## config.mk

```make
export PLATFORM = sky130hd
export DESIGN_NAME = multicycle_control_fsm
export DESIGN_NICKNAME = d
export VERILOG_FILES = /design/src/rtl/multicycle_control_fsm.sv
export SDC_FILE = /design/constraint.sdc
export NUM_CORES = 1
export LEC_CHECK = 0
export CORE_MARGIN = 2
export CORE_UTILIZATION = 51
export DETAILED_ROUTE_END_ITERATION = 10
export GPL_TIMING_DRIVEN = 0
export PLACE_DENSITY = 0.88
export SETUP_SLACK_MARGIN = 0.15
export SYNTH_ARGS = -nofsm -noshare
export SYNTH_HDL_FRONTEND = slang
export SYNTH_SLANG_ARGS = --single-unit
```

## constraint.sdc

```tcl
create_clock -name clk -period 3.6 [get_ports clk]
set_clock_uncertainty 0.15 [all_clocks]
set_input_delay 0.54 -clock clk [delete_from_list [all_inputs] [get_ports clk]]
set_output_delay 0.54 -clock clk [all_outputs]
set_load 0.01 [all_outputs]
```

## src/rtl/multicycle_control_fsm.sv

```systemverilog
// ---------------------------------------------------------------------------
// multicycle_control_fsm : multi-cycle RV32I control sequencer with traps
// Rev 1.0
// ---------------------------------------------------------------------------
`default_nettype none

module multicycle_control_fsm #(
  parameter bit          ENABLE_UTYPE = 1'b1,
  parameter int unsigned MEM_TIMEOUT  = 15
) (
  input  logic       clk,
  input  logic       rst_n,
  input  logic [6:0] opcode,
  input  logic       mem_ready,
  input  logic       branch_taken,
  output logic       pc_write,
  output logic       ir_write,
  output logic       reg_write,
  output logic       mem_read,
  output logic       mem_write,
  output logic       iord,
  output logic [1:0] alu_src_a,
  output logic [1:0] alu_src_b,
  output logic [1:0] alu_op,
  output logic [1:0] result_src,
  output logic [2:0] imm_src,
  output logic       instr_retired,
  output logic       fault,
  output logic [1:0] fault_cause
);

  typedef enum logic [3:0] {
    S_IDLE, S_FETCH, S_DECODE, S_EXEC_R, S_EXEC_I, S_MEM_ADDR, S_MEM_RD, S_MEM_WR,
    S_MEM_WB, S_ALU_WB, S_BRANCH, S_JALR, S_JAL, S_LUI, S_AUIPC, S_FAULT
  } state_t;

  localparam logic [6:0] OP_R      = 7'b0110011;
  localparam logic [6:0] OP_I      = 7'b0010011;
  localparam logic [6:0] OP_LOAD   = 7'b0000011;
  localparam logic [6:0] OP_STORE  = 7'b0100011;
  localparam logic [6:0] OP_BRANCH = 7'b1100011;
  localparam logic [6:0] OP_JAL    = 7'b1101111;
  localparam logic [6:0] OP_JALR   = 7'b1100111;
  localparam logic [6:0] OP_LUI    = 7'b0110111;
  localparam logic [6:0] OP_AUIPC  = 7'b0010111;

  localparam bit                TO_EN     = (MEM_TIMEOUT > 0);
  localparam int                CNT_W     = (MEM_TIMEOUT > 1) ? $clog2(MEM_TIMEOUT) : 1;
  localparam logic [CNT_W-1:0]  CNT_LIMIT = CNT_W'((MEM_TIMEOUT > 0) ? MEM_TIMEOUT - 1 : 0);

  state_t           state_q, state_d;
  logic [CNT_W-1:0] cnt_q, cnt_d;
  logic [1:0]       cause_q, cause_d;
  logic             wait_st;
  logic             timeout;

  // The counter only reaches CNT_LIMIT while stalled, so a late ready still completes.
  assign timeout = TO_EN && !mem_ready && (cnt_q == CNT_LIMIT);

  always_comb begin
    state_d       = state_q;
    cause_d       = cause_q;
    wait_st       = 1'b0;
    pc_write      = 1'b0;
    ir_write      = 1'b0;
    reg_write     = 1'b0;
    mem_read      = 1'b0;
    mem_write     = 1'b0;
    iord          = 1'b0;
    alu_src_a     = 2'b00;
    alu_src_b     = 2'b00;
    alu_op        = 2'b00;
    result_src    = 2'b00;
    imm_src       = 3'b000;
    instr_retired = 1'b0;
    fault         = 1'b0;
    case (state_q)
      S_IDLE: state_d = S_FETCH;
      S_FETCH: begin
        mem_read   = 1'b1;
        alu_src_b  = 2'b10;
        result_src = 2'b10;
        wait_st    = 1'b1;
        if (mem_ready) begin
          ir_write = 1'b1;
          pc_write = 1'b1;
          state_d  = S_DECODE;
        end else if (timeout) begin
          state_d = S_FAULT;
          cause_d = 2'b10;
        end
      end
      S_DECODE: begin
        alu_src_a = 2'b01;
        alu_src_b = 2'b01;
        imm_src   = 3'b010;
        case (opcode)
          OP_R:               state_d = S_EXEC_R;
          OP_I:               state_d = S_EXEC_I;
          OP_LOAD, OP_STORE:  state_d = S_MEM_ADDR;
          OP_BRANCH:          state_d = S_BRANCH;
          OP_JAL:             state_d = S_JAL;
          OP_JALR:            state_d = S_JALR;
          OP_LUI:             state_d = ENABLE_UTYPE ? S_LUI : S_FAULT;
          OP_AUIPC:           state_d = ENABLE_UTYPE ? S_AUIPC : S_FAULT;
          default:            state_d = S_FAULT;
        endcase
        if (state_d == S_FAULT) cause_d = 2'b01;
      end
      S_EXEC_R: begin
        alu_src_a = 2'b10;
        alu_op    = 2'b10;
        state_d   = S_ALU_WB;
      end
      S_EXEC_I: begin
        alu_src_a = 2'b10;
        alu_src_b = 2'b01;
        alu_op    = 2'b10;
        state_d   = S_ALU_WB;
      end
      S_MEM_ADDR: begin
        alu_src_a = 2'b10;
        alu_src_b = 2'b01;
        imm_src   = (opcode == OP_STORE) ? 3'b001 : 3'b000;
        state_d   = (opcode == OP_STORE) ? S_MEM_WR : S_MEM_RD;
      end
      S_MEM_RD: begin
        mem_read = 1'b1;
        iord     = 1'b1;
        wait_st  = 1'b1;
        if (mem_ready) begin
          state_d = S_MEM_WB;
        end else if (timeout) begin
          state_d = S_FAULT;
          cause_d = 2'b10;
        end
      end
      S_MEM_WR: begin
        mem_write = 1'b1;
        iord      = 1'b1;
        wait_st   = 1'b1;
        if (mem_ready) begin
          instr_retired = 1'b1;
          state_d       = S_FETCH;
        end else if (timeout) begin
          state_d = S_FAULT;
          cause_d = 2'b10;
        end
      end
      S_MEM_WB: begin
        reg_write     = 1'b1;
        result_src    = 2'b01;
        instr_retired = 1'b1;
        state_d       = S_FETCH;
      end
      S_ALU_WB: begin
        reg_write     = 1'b1;
        instr_retired = 1'b1;
        state_d       = S_FETCH;
      end
      S_BRANCH: begin
        alu_src_a     = 2'b10;
        alu_op        = 2'b01;
        pc_write      = branch_taken;
        instr_retired = 1'b1;
        state_d       = S_FETCH;
      end
      // JALR computes rs1+imm into ALUOut, then reuses JAL to redirect and link.
      S_JALR: begin
        alu_src_a = 2'b10;
        alu_src_b = 2'b01;
        state_d   = S_JAL;
      end
      S_JAL: begin
        pc_write  = 1'b1;
        alu_src_a = 2'b01;
        alu_src_b = 2'b10;
        state_d   = S_ALU_WB;
      end
      S_LUI: begin
        alu_src_a = 2'b11;
        alu_src_b = 2'b01;
        imm_src   = 3'b100;
        state_d   = S_ALU_WB;
      end
      S_AUIPC: begin
        alu_src_a = 2'b01;
        alu_src_b = 2'b01;
        imm_src   = 3'b100;
        state_d   = S_ALU_WB;
      end
      S_FAULT: fault = 1'b1;
      default: state_d = S_IDLE;
    endcase
  end

  assign cnt_d       = (TO_EN && wait_st && (state_d == state_q)) ? cnt_q + CNT_W'(1) : '0;
  assign fault_cause = cause_q;

  always_ff @(posedge clk or negedge rst_n) begin
    if (!rst_n) begin
      state_q <= S_IDLE;
      cnt_q   <= '0;
      cause_q <= 2'b00;
    end else begin
      state_q <= state_d;
      cnt_q   <= cnt_d;
      cause_q <= cause_d;
    end
  end

endmodule

`default_nettype wire

```

After elaboration in Yosys (flattened, before gate mapping)
Index checks and enable logic that the tools add are counted.
{"block": "op_classes", "n_lt_le_gt_ge": 0, "div": 0, "n_mul": 0, "n_reduce_logical": 20, "n_eq_ne": 30, "shifts": 0, "add_sub_neg": 1, "n_mux": 29, "bitwise_logic": 0}
{"cell": "4-bit case mux with 8 select lines", "count": 2}
{"cell": "4-bit equality test (second input constant)", "count": 10}
{"cell": "4-bit two-way mux", "count": 6}
{"cell": "7-bit by 6-bit equality test with 1-bit output (second input constant)", "count": 3}
{"cell": "7-bit equality test (second input constant)", "count": 3}
{"cell": "4-bit by 3-bit equality test with 1-bit output (second input constant)", "count": 4}
{"cell": "2-bit case mux with 2 select lines", "count": 4}
{"cell": "7-bit by 5-bit equality test with 1-bit output (second input constant)", "count": 2}
{"cell": "2-bit OR reduction", "count": 7}
{"cell": "1-bit two-way mux", "count": 10}
{"cell": "5-bit OR reduction", "count": 2}
{"cell": "3-bit case mux with 3 select lines", "count": 1}
{"cell": "3-bit OR reduction", "count": 3}
{"cell": "4-bit by 2-bit equality test with 1-bit output (second input constant)", "count": 2}
{"cell": "7-bit by 2-bit equality test with 1-bit output (second input constant)", "count": 1}
{"cell": "2-bit two-way mux", "count": 3}
{"cell": "2-bit case mux with 3 select lines", "count": 1}
{"cell": "6-bit OR reduction", "count": 1}
{"cell": "4-bit by 1-bit adder with 4-bit output (second input constant)", "count": 1}
{"cell": "4-bit by 1-bit equality test with 1-bit output (second input constant)", "count": 1}
{"cell": "4-bit equality test", "count": 1}
{"cell": "4-bit logical NOT", "count": 1}
{"cell": "2-bit inequality test (second input constant)", "count": 2}
{"cell": "4-bit AND reduction", "count": 1}
{"cell": "other kinds (7)", "count": 8}
{"block": "totals", "elab_cells": 83, "output_inout_bits": 21, "in_bits": 11, "romBits": 0, "ram_bits": 0, "memories": 0, "latch_bits": 0, "regBits": 10}

Depth between registers and ports, before layout
{"block": "depth", "ltp_word": 8, "mapped_depth": 7, "mapped_depth_nobuf": 6}

Worst setup path before layout
Ideal clock, no wire load.
{"block": "synth_timing", "path_type": "register to output", "startpoint": "register state_q[3]", "endpoint": "output pc_write", "arrival_ns": 1.314, "path_buffers": 2, "slack_ns": 1.596, "path_stages_with_launch": 6, "required_ns": 2.910, "path_cell_list": "dfrtp_1 -> buf_4 -> clkbuf_1 -> nor3_1 -> nand2_1 -> o31ai_1"}
{"block": "synth_between", "elab_chain_len": 2, "word_cells_on_any_way": 4, "cone_classes": "eq/ne: 3; mux: 1"}
{"element": "start, declared", "line": "51", "rtl": "state_t state_q, state_d;"}
{"element": "start signal, assigned", "line": "206", "rtl": "state_q <= state_d;"}
{"element": "4-bit equality test / 4-bit by 1-bit equality test with 1-bit output (equally long branches)", "line": "77", "rtl": "case (state_q)"}
{"element": "1-bit case mux with 3 select lines *", "line": "77"}
{"element": "end, declared", "line": "16", "rtl": "output logic pc_write,"}
Mark *: on every way between the ends. The rest lies on a longest branch, timed or not.

Worst setup path in the final report
{"block": "layout_timing", "startpoint": "input mem_ready", "endpoint": "output pc_write"}
{"block": "layout_between", "elab_chain_len": 2}
{"element": "start, declared", "line": "14", "rtl": "input logic mem_ready,"}
{"element": "1-bit two-way mux", "line": "84", "rtl": "if (mem_ready) begin"}
{"element": "1-bit case mux with 3 select lines", "line": "77"}
No other way between the ends.

==> results <==
- The run finished with clean final reports.
- The headroom to the max-slew limit is 67.05%.
- After layout, the worst setup slack is 0.6250 ns.
- The cell at the root of the clock tree is sky130_fd_sc_hd__clkbuf_4.
- After synthesis, the largest family of logic cells by area is simple AND/OR/NAND/NOR gates.
- The sort of element at the end of the critical path is an output port.
- Sequential cells account for 17.0% of the total power.
- The data arrival time of the worst path is 2.29 ns.
- In this run the vertical extent of the chip is 50.33 µm.
- The library cell used most frequently in the layout, excluding fill and tap cells, is sky130_fd_sc_hd__clkdlybuf4s50_1.
- In this run the critical register-to-register path is launched from cnt_q[0].
- The summed negative setup slack over all endpoints is 0 ns.
- The final net count is around 200.
- TritonCTS built the clock tree.
- The initial antenna violation count is 0.
- The area fraction in compound gates after synthesis is 23.20%.
- The antenna diode instance count is 0.
- The die covers 2533 µm².
- The worst slack after detailed placement is ~0.63 ns.
- The iteration-0 DRC count of the detailed router is 54.
- Of the total power, combinational logic draws 72.0%.
- The terminus of the critical flop-to-flop path is state_q[0].
- Dividing the detail-routed via count by the number of cells gives 5.933.
- Compared with the post-synthesis result, the final layout area differs by 33.83%.
- The most used flip-flop cell after synthesis is sky130_fd_sc_hd__dfrtp_1.
- Across the run, the number of max-cap violations was 0.
- Before antenna repair, the detailed router went through 4 iterations.
- The maximum count of clock buffers along a single path is 2.
- A synthesized cell averages 7.397 µm².
- The setup path with the least slack is of type input port to output port.
- The post-CTS clock slew at the launch and capture registers of the worst setup and hold paths is 0.07 ns.
- Synthesis instantiated 47 different standard cells from the library.
- The clock latency on the worst-skew pair is ~0.27 ns.
- In the final routed layout, each cell accounts on average for 14.30 µm.
- The layout cell share with drive strength beyond 1 is 12.64%.
- The CTS H-tree depth is 1.
- The number of clock buffers added by TritonCTS is 3.
- The final cell area excluding filler cells is 1465 µm².
- In this run the static leakage power is 0.6020 nW.
- Setup repair after global routing left no endpoint under its margin.
- Summed over all layers, the routed wires come to 2.988 mm.
- The synthesized netlist occupies a cell area of 1095 µm².
- After detailed placement, the total cell area comes to 1429 µm².
- The final-report hold violation count is 0.
- The startpoint of the most critical setup path is mem_ready.
- For this run, the share of the core covered by cells in the final layout is between 70 and 80%.
- The sequential share of the synthesized area is a little under a quarter.
- Across the VDD grid, the largest voltage drop is 0.0003785 V.
- The adder-cell share of the synthesized area is roughly 2.3%.
- The post-detailed-route count of antenna-violating nets is 0.
- In this run, post-CTS repair resized a total of 0 instances.
- Internal power comes to 0.5238 mW.
- The pin count of the biggest net entering global routing is 11.
- The first global-routing pass estimated around 4.8 mm of wire.
- The number of clock sinks seen by CTS is 10.
- The number of synthesized register bits is 10.
- For this configuration, the core starts out at a cell density of a little over half.
- The proportion of register bits with asynchronous set or reset after synthesis is 100.0%.
- The most critical setup path has its endpoint at pc_write.
- The net count of the mapped netlist is approximately 160.
- The final critical path takes up 82.64% of the cycle.
- The via count of the first global-routing pass came to about 1,100.
- The number of cells after detailed placement is 205.
- The post-CTS setup-driven buffer insertion count is 0.
- Net switching is 44.87% of the power.
- At the pin with the least slew margin, the transition time is 0.4942 ns.
- In the global route stage, overall resource usage came out at 24.03%.
- The smallest clock period supported by the final layout is computed as 2.975 ns.
- The depth of the worst register-to-register path is 7.
- The total vias in the final route is 1,240.
- Of the post-synthesis cell area, the part taken by muxes is 0%.
- The number of cell rows is 16.
- The count of synthesis-stage warnings from yosys is 0.
- The synthesized instance count is 148.
- The maximum clock rate is 336.1 MHz.
- The total area inside the core boundary comes to 2002 µm².
- The power density over cell area is around 650 nW/µm².
- The number of enable-type register cells in the synthesized netlist is 0.
- The number of setup violations in the final report is 0.
- The largest fanout on the critical path is 10.
- The xor/xnor share of the synthesized area is under 10%.
- Once layout is complete, the cells apart from fillers number 209.
- The type of the worst min-delay path is register to register.
- Setup slack on the worst reg-to-reg path comes out at 1.66 ns.
- The count of pins over their slew limit was 0.
- The synthesized netlist devotes 41.83% of its cell area to simple gates.
- The die extent in x is 50.33 µm.
- The part of the power in the clock network is 11.0%.
- The top cell types in the final layout, fill and taps aside, are sky130_fd_sc_hd__clkdlybuf4s50_1, sky130_fd_sc_hd__nand2_1, sky130_fd_sc_hd__nor2_1, sky130_fd_sc_hd__a21oi_1, sky130_fd_sc_hd__dfrtp_1.
- The analysis attributes to net switching a power of 0.4264 mW.
- The count of buffers added on input and output ports is 30.
- The residual DRC count is 0.
- For the worst setup path, the data required time is approximately 2.9 ns.
- At the end of routability-driven placement, the weighted congestion stood at 0.9337.
- The worst setup path is launched from an input port.
- Once detailed placement completed, the half-perimeter wirelength came to 2.253 mm.
- In this run, post-CTS hold repair placed 0 buffers.
- The total overflow left after global routing is 0.
- Pin placement for this block handled 32 I/O pins.
how the worst min path moves through the flow:
stage | from | end | slack [ns] | cells past startpoint
finish | fault_cause[0] | fault_cause[0] | 0.36 | 1
global route | fault_cause[0] | fault_cause[0] | 0.40 | 1
CTS | fault_cause[0] | fault_cause[0] | 0.36 | 1
detailed placement | fault_cause[0] | fault_cause[0] | 0.33 | 1
global placement | fault_cause[0] | fault_cause[0] | 0.34 | 1
floorplan | rst_n | cnt_q[0] | 0.09 | 0
power groups by stage:
stage | clock, mW | combinational [mW] | sequential [mW]
finish | 0.105 | 0.684 | 0.161
CTS | 0.104 | 0.680 | 0.160
global placement | 0 | 0.667 | 0.160
floorplan | 0 | 0.427 | 0.157
detailed placement | 0 | 0.674 | 0.163
global route | 0.110 | 0.743 | 0.164
layer usage:
metal	routed length (µm)	vias to the layer above	track usage [%]
met5	0	-	0
met4	6	0	3.604
met3	175	2	3.571
met2	1488	48	43.20
met1	1317	591	30.90
li1	-	599	-
synth_stat cells (all sizes together), types with 4 or more instances:
| library cell | n | area share [%] |
|---|---|---|
| nand2 | 18 | 6.9 |
| a21oi | 15 | 7.2 |
| nor2 | 15 | 5.1 |
| dfrtp | 10 | 23 |
| buf | 9 | 5.4 |
| nor3 | 9 | 4.6 |
| nand2b | 7 | 4.0 |
| nor2b | 6 | 3.4 |
| o21ai | 6 | 2.7 |
| inv | 4 | 1.4 |
| nand3b | 4 | 2.7 |
state kept, by name (all words and copies together), names as in the netlist:
| signal | flops |
|---|---|
| state_q | 4 |
| fault_cause | 2 |
| cnt_q | 4 |
cell families after synthesis:
logic type | Yosys count
AO/OA/AOI/OAI | 38
XOR/XNOR | 3
adder cells (fa/ha/maj) | 2
buffers and inverters | 15
flip-flops | 10
AND/OR/NAND/NOR | 80
worst max-delay path, cell delays in order:
cell and delay [ns]:
sky130_fd_sc_hd__clkdlybuf4s50_1 0.55, sky130_fd_sc_hd__clkbuf_1 0.39, sky130_fd_sc_hd__nand2_1 0.13, sky130_fd_sc_hd__o31ai_1 0.10
sky130_fd_sc_hd__clkdlybuf4s50_1 0.58
metrics by stage:
stage	total power [mW]	hold slack, ns
floorplan	0.5841	0.09441
global placement	0.8272	0.3383
finish	0.9502	0.3609
global route	1.017	0.3980
detailed placement	0.8373	0.3301
CTS	0.9446	0.3608
layout make-up:
type                    count  area, µm²
plain buffers              11      66.31
clock buffers               4      36.28
fillers                   157      536.8
inverters                   4      15.01
multi-input cells         123      763.2
flip-flops and latches     10      250.2
well taps                  27      33.78
repair buffers             30      300.3
Power figures use the tool's default switching activity.
